`config.mk`:
```
export PLATFORM = sky130hd
export DESIGN_NAME = fetch_unit
export DESIGN_NICKNAME = d
export VERILOG_FILES = /design/src/rtl/fetch_unit.sv
export SDC_FILE = /design/constraint.sdc
export NUM_CORES = 1
export LEC_CHECK = 0
export ABC_AREA = 0
export CORE_MARGIN = 2
export CORE_UTILIZATION = 35
export DETAILED_ROUTE_END_ITERATION = 8
export GPL_TIMING_DRIVEN = 0
export RECOVER_POWER = 25
export SLEW_MARGIN = 20
export SYNTH_ARGS = -nofsm -noshare
export SYNTH_HDL_FRONTEND = slang
export SYNTH_SLANG_ARGS = --single-unit
```
`constraint.sdc`:
```
create_clock -name clk -period 2.5 [get_ports clk]
set_input_delay 0.75 -clock clk [delete_from_list [all_inputs] [get_ports clk]]
set_output_delay 0.75 -clock clk [all_outputs]
set_load 0.02 [all_outputs]
```
`src/rtl/fetch_unit.sv`:
```
`default_nettype none
// ============================================================================
//  Module   : fetch_unit
//  Purpose  : Instruction-fetch stage. Holds the PC, requests words from
//             instruction memory, parks a returned word in a one-entry skid
//             buffer while ID is stalled, and loads the IF/ID register.
//             Redirects from ID never flush the word in flight (delay slot);
//             a redirect that arrives with no word delivered is remembered
//             in a pending register until the next delivery.
//  Ports    : clk, reset_n          - clock, async active-low reset
//             stall                 - ID does not consume IF/ID this cycle
//             npc_sel, npc_target   - redirect request / target from ID
//             imem_req, imem_addr   - fetch request / address (= PC)
//             imem_ready, imem_rdata- memory response
//             id_valid, id_instr,
//             id_pc, id_pc4         - IF/ID register
//             fetch_busy            - waiting on memory in FETCH
//  Revision : 1.0 - initial release
// ============================================================================
module fetch_unit #(
    parameter logic [31:0] PC_RESET = 32'h0000_3000
) (
    input  logic        clk,
    input  logic        reset_n,
    input  logic        stall,
    input  logic        npc_sel,
    input  logic [31:0] npc_target,
    output logic        imem_req,
    output logic [31:0] imem_addr,
    input  logic        imem_ready,
    input  logic [31:0] imem_rdata,
    output logic        id_valid,
    output logic [31:0] id_instr,
    output logic [31:0] id_pc,
    output logic [31:0] id_pc4,
    output logic        fetch_busy
);

    typedef enum logic [0:0] {
        FETCH = 1'b0,
        HELD  = 1'b1
    } state_t;

    state_t      state;
    logic [31:0] pc;
    logic        pend_valid;
    logic [31:0] pend_target;
    logic [31:0] skid_instr;
    logic [31:0] skid_pc;

    logic        redirect;
    logic        deliver;
    logic [31:0] deliver_instr;
    logic [31:0] deliver_pc;
    logic [31:0] target_aligned;
    logic [31:0] next_pc;

    // Redirects are only accepted while ID is actually advancing.
    assign redirect       = npc_sel && !stall;
    assign target_aligned = {npc_target[31:2], 2'b00};

    // A word reaches IF/ID either straight from memory or from the skid buffer.
    assign deliver       = !stall && ((state == HELD) || imem_ready);
    assign deliver_instr = (state == HELD) ? skid_instr : imem_rdata;
    assign deliver_pc    = (state == HELD) ? skid_pc    : pc;

    assign next_pc = redirect   ? target_aligned :
                     pend_valid ? pend_target    :
                                  pc + 32'd4;

    assign imem_addr  = pc;
    assign fetch_busy = (state == FETCH) && !imem_ready;

    always_ff @(posedge clk or negedge reset_n) begin
        if (!reset_n) begin
            state       <= FETCH;
            imem_req    <= 1'b1;
            pc          <= PC_RESET;
            pend_valid  <= 1'b0;
            pend_target <= 32'd0;
            skid_instr  <= 32'd0;
            skid_pc     <= 32'd0;
            id_valid    <= 1'b0;
            id_instr    <= 32'd0;
            id_pc       <= 32'd0;
            id_pc4      <= 32'd0;
        end else begin
            if (deliver) begin
                id_valid   <= 1'b1;
                id_instr   <= deliver_instr;
                id_pc      <= deliver_pc;
                id_pc4     <= deliver_pc + 32'd4;
                pc         <= next_pc;
                pend_valid <= 1'b0;
                state      <= FETCH;
                imem_req   <= 1'b1;
            end else if (!stall) begin
                // Nothing to hand over: insert a bubble, keep the payload.
                id_valid <= 1'b0;
                if (npc_sel) begin
                    pend_valid  <= 1'b1;
                    pend_target <= target_aligned;
                end
            end else if ((state == FETCH) && imem_ready) begin
                // ID is holding: park the returned word and stop requesting.
                skid_instr <= imem_rdata;
                skid_pc    <= pc;
                state      <= HELD;
                imem_req   <= 1'b0;
            end
        end
    end

endmodule
`default_nettype wire

```
==> impl_metrics.sql <==
INSERT INTO impl_metrics (metric_group, metric, value, unit) VALUES
('final_layout', 'multi_input_gate_area', '5140', 'um2'),
('run', 'maxCapViolations', '0', ''),
('global_routing', 'global_route.overflow_total', '0', ''),
('final_layout', 'layoutNonFillerInstCount', '1695', ''),
('route', 'detail-route-antenna-nets', '0', ''),
('place', 'finalWeightedCongestion', '0.907', ''),
('setup_path', 'critPathKind', 'register to output pin', ''),
('final_layout', 'area_occupied_by_registers', '5460', 'um2'),
('place', 'placement.cell_area', '13400', 'um2'),
('timing', 'rsz0062_at_grt', 'true', ''),
('synthesis', 'netlist_instances', '1046', ''),
('final_layout', 'final_design_area_no_fill', '14500', 'um2'),
('outcome', 'run_status', 'complete, no violations', ''),
('setup_path', 'worst-path-stages', '6', ''),
('route', 'wl_per_cell', '20.9', 'um'),
('final_layout', 'nNetsFinal', '1352', ''),
('timing', 'fin_worst_skew', '11.4', 'ps'),
('setup_path', 'crit_path_start_kind', 'register', ''),
('synthesis', 'syn_avg_cell_area', '10.4', 'um2'),
('synthesis', 'fraction_of_synthesized_cell_area_in_xor_and_xnor_cells', '0.0129', ''),
('timing', 'fin_crit_sh', '0.996', ''),
('global_routing', 'first_global_vias', '8956', ''),
('global_routing', 'groute.usage.overall', '0.214', ''),
('die', 'floorplan.initialDensity', '0.355', ''),
('power_and_ir_drop', 'ir_drop', '0.457', 'mV'),
('die', 'core_rows', '64', ''),
('clocking', 'h_tree_level_count', '1', ''),
('setup_path', 'crit_path_max_fanout', '10', ''),
('clocking', 'worst_skew_pair_latency', '520', 'ps'),
('place', 'numPlacedInstances', '1638', ''),
('final_layout', 'filler_cell_count', '2880', ''),
('route', 'route.vias.total', '9204', ''),
('setup_path', 'crit_required', '1750', 'ps'),
('synthesis', 'synth_ff_type', 'dfrtp_1', ''),
('synthesis', 'netlist_area', '10900', 'um2'),
('timing', 'slew_violations', '0', ''),
('route', 'detail_route.drc_violations', '0', ''),
('synthesis', 'synth_mux_area_frac', '0.146', ''),
('final_layout', 'utilization', '0.473', ''),
('synthesis', 'synth_enable_flop_cells', '0', ''),
('timing', 'finalHoldWorstSlack', '472', 'ps'),
('setup_path', 'critPathMaxStageDelay', '420', 'ps'),
('synthesis', 'synth.largest_area_cell', 'dfrtp_1', ''),
('synthesis', 'postSynthRegisterBits', '218', ''),
('die', 'overall_die_area', '32400', 'um2'),
('clocking', 'clockBufferDepth', '3', ''),
('setup_path', 'worst-endpoint-arrival', '1740', 'ps'),
('synthesis', 'netlist_top_cells_area', 'dfrtp_1 (50%), mux2_2 (7.6%), mux2i_1 (5.4%), o21ai_0 (5.0%), nand2_1 (4.7%)', ''),
('die', 'num_io_pins', '200', ''),
('route', 'drt_pass1_iterations', '5', ''),
('clocking', 'cts.sinks', '218', ''),
('synthesis', 'asyncSetResetFlopFracSynth', '1.00', ''),
('synthesis', 'yosysWarnings', '0', ''),
('setup_path', 'critical-path-top-delay-family', 'buffers and inverters', ''),
('clocking', 'cts_tree', 'yes', ''),
('synthesis', 'synth_cell_types', '74', ''),
('synthesis', 'synth_top_cell_area_share', '0.496', ''),
('die', 'die_height', '180', 'um'),
('worst_hold_path', 'min_delay_path_depth', '2', ''),
('global_routing', 'grt_first_pass_wirelength', '54600', 'um'),
('clocking', 'root_buffer', 'clkbuf_16', ''),
('timing', 'max_slew.worst_pin.slew', '1320', 'ps'),
('place', 'io_buffers', '189', ''),
('place', 'hpwl', '25800', 'um'),
('timing', 'hold_viol_final', '0', ''),
('timing', 'relative_slew_slack', '0.120', ''),
('timing', 'report.final.setup_viol', '0', ''),
('die', 'die_x', '180', 'um'),
('timing', 'timing.final.crit_period', '2490', 'ps'),
('setup_path', 'cp.buffers_inverters', '5', ''),
('final_layout', 'diodes', '0', '');
-- cell families after synthesis --
kind of cell             Yosys count
XOR/XNOR                          16
other                              1
flip-flops                       218
AO/OA/AOI/OAI                    256
multiplexers                     147
buffers and inverters             94
AND/OR/NAND/NOR                  312
adder cells (fa/ha/maj)            2
-- cells in the mapped netlist (all sizes together), types with 4 or more instances --
library cell,instances
nor2,44
mux2i,59
and4,4
a221oi,7
buf,55
a22oi,8
dfrtp,215
a21oi,35
a211oi,7
nor2b,5
a21o,12
o21ai,114
and3,5
mux2,88
nand2b,10
o221ai,5
xor2,8
inv,14
o21a,7
nand4b,6
clkbuf,25
nor4,8
nand2,137
or4,7
nand4,23
a31oi,5
nand3,34
o31ai,9
o311ai,7
o2bb2ai,6
xnor2,8
nor3,15
a2bb2oi,4
o211ai,7
-- report_power, final --
part,switching (mW),internal (mW)
clock network,1.47,2.10
registers,0.652,4.35
logic,2.03,1.71
-- metrics by stage --
step	setup slack, ps	power, mW	TNS, ps
detailed placement	-831	8.75	-99230
floorplan	-89.7	6.93	-169
global route	-142	12.9	-9340
global placement	-9030	8.67	-2051670
finish	8.82	12.3	0
CTS	-137	12.4	-871
-- worst register-to-register path, stage by stage, from the launching register on --
cell,delay [ps]
dfstp_2,550
buf_2,230
nand3_1,250
a221oi_2,580
nand4_4,240
nor4_1,340
o31ai_1,110
-- registers in the layout (all words and copies together), names as in the netlist --
| signal | count |
|---|---|
| pend_valid | 1 |
| id_pc | 30 |
| skid_pc | 30 |
| imem_req | 1 |
| imem_addr | 30 |
| skid_instr | 32 |
| pend_target | 30 |
| id_pc4 | 30 |
| state | 1 |
| id_instr | 32 |
| id_valid | 1 |
-- final cells by class --
| type | count | share of cell area |
|---|---|---|
| Tap cell | 396 | 0.0343 |
| Clock inverter | 4 | 0.00139 |
| Buffer | 77 | 0.0303 |
| Inverter | 14 | 0.00364 |
| Sequential cell | 218 | 0.378 |
| Timing Repair Buffer | 205 | 0.143 |
| Clock buffer | 41 | 0.0537 |
| Multi-Input combinational cell | 740 | 0.356 |
-- cell usage in the layout, fill, tap and decap left out, drive strengths merged, types with 8 or more instances in the layout --
master	instances
a21o	12
a21oi	35
a22oi	8
buf	70
clkbuf	66
clkdlybuf4s50	178
dfrtp	215
inv	14
mux2	88
mux2i	59
nand2	137
nand2b	10
nand3	34
nand4	24
nor2	44
nor3	15
nor4	8
o21ai	114
o31ai	9
xnor2	8
xor2	8
-- worst paths after layout --
check,startpoint,end,slack [ps]
worst max register to register,imem_addr[12],id_pc4[24],50
worst min-delay path,id_pc4[2],id_pc4[2],470
worst max-delay path,state,fetch_busy,9
min in group asynchronous,reset_n,id_instr[4],500
max in group asynchronous,reset_n,id_pc[30],240
worst min register to register,id_pc4[2],id_pc4[2],470
-- timing repair --
| action | in CTS | in global routing |
|---|---|---|
| gates resized for setup | 55 | 16 |
| pin swaps | 14 | 8 |
| setup buffers | 13 | 1 |
| endpoints found under the setup margin | 159 | 44 |
| gates cloned | 1 | 0 |
-- routing by layer --
layer	up-vias	wire, um	GRT usage
li1	4287	-	-
met1	4549	16400	0.302
met2	334	16500	0.351
met3	34	1900	0.0307
met4	0	647	0.0477
met5	-	0	0
(Power assumes the default switching activity.)
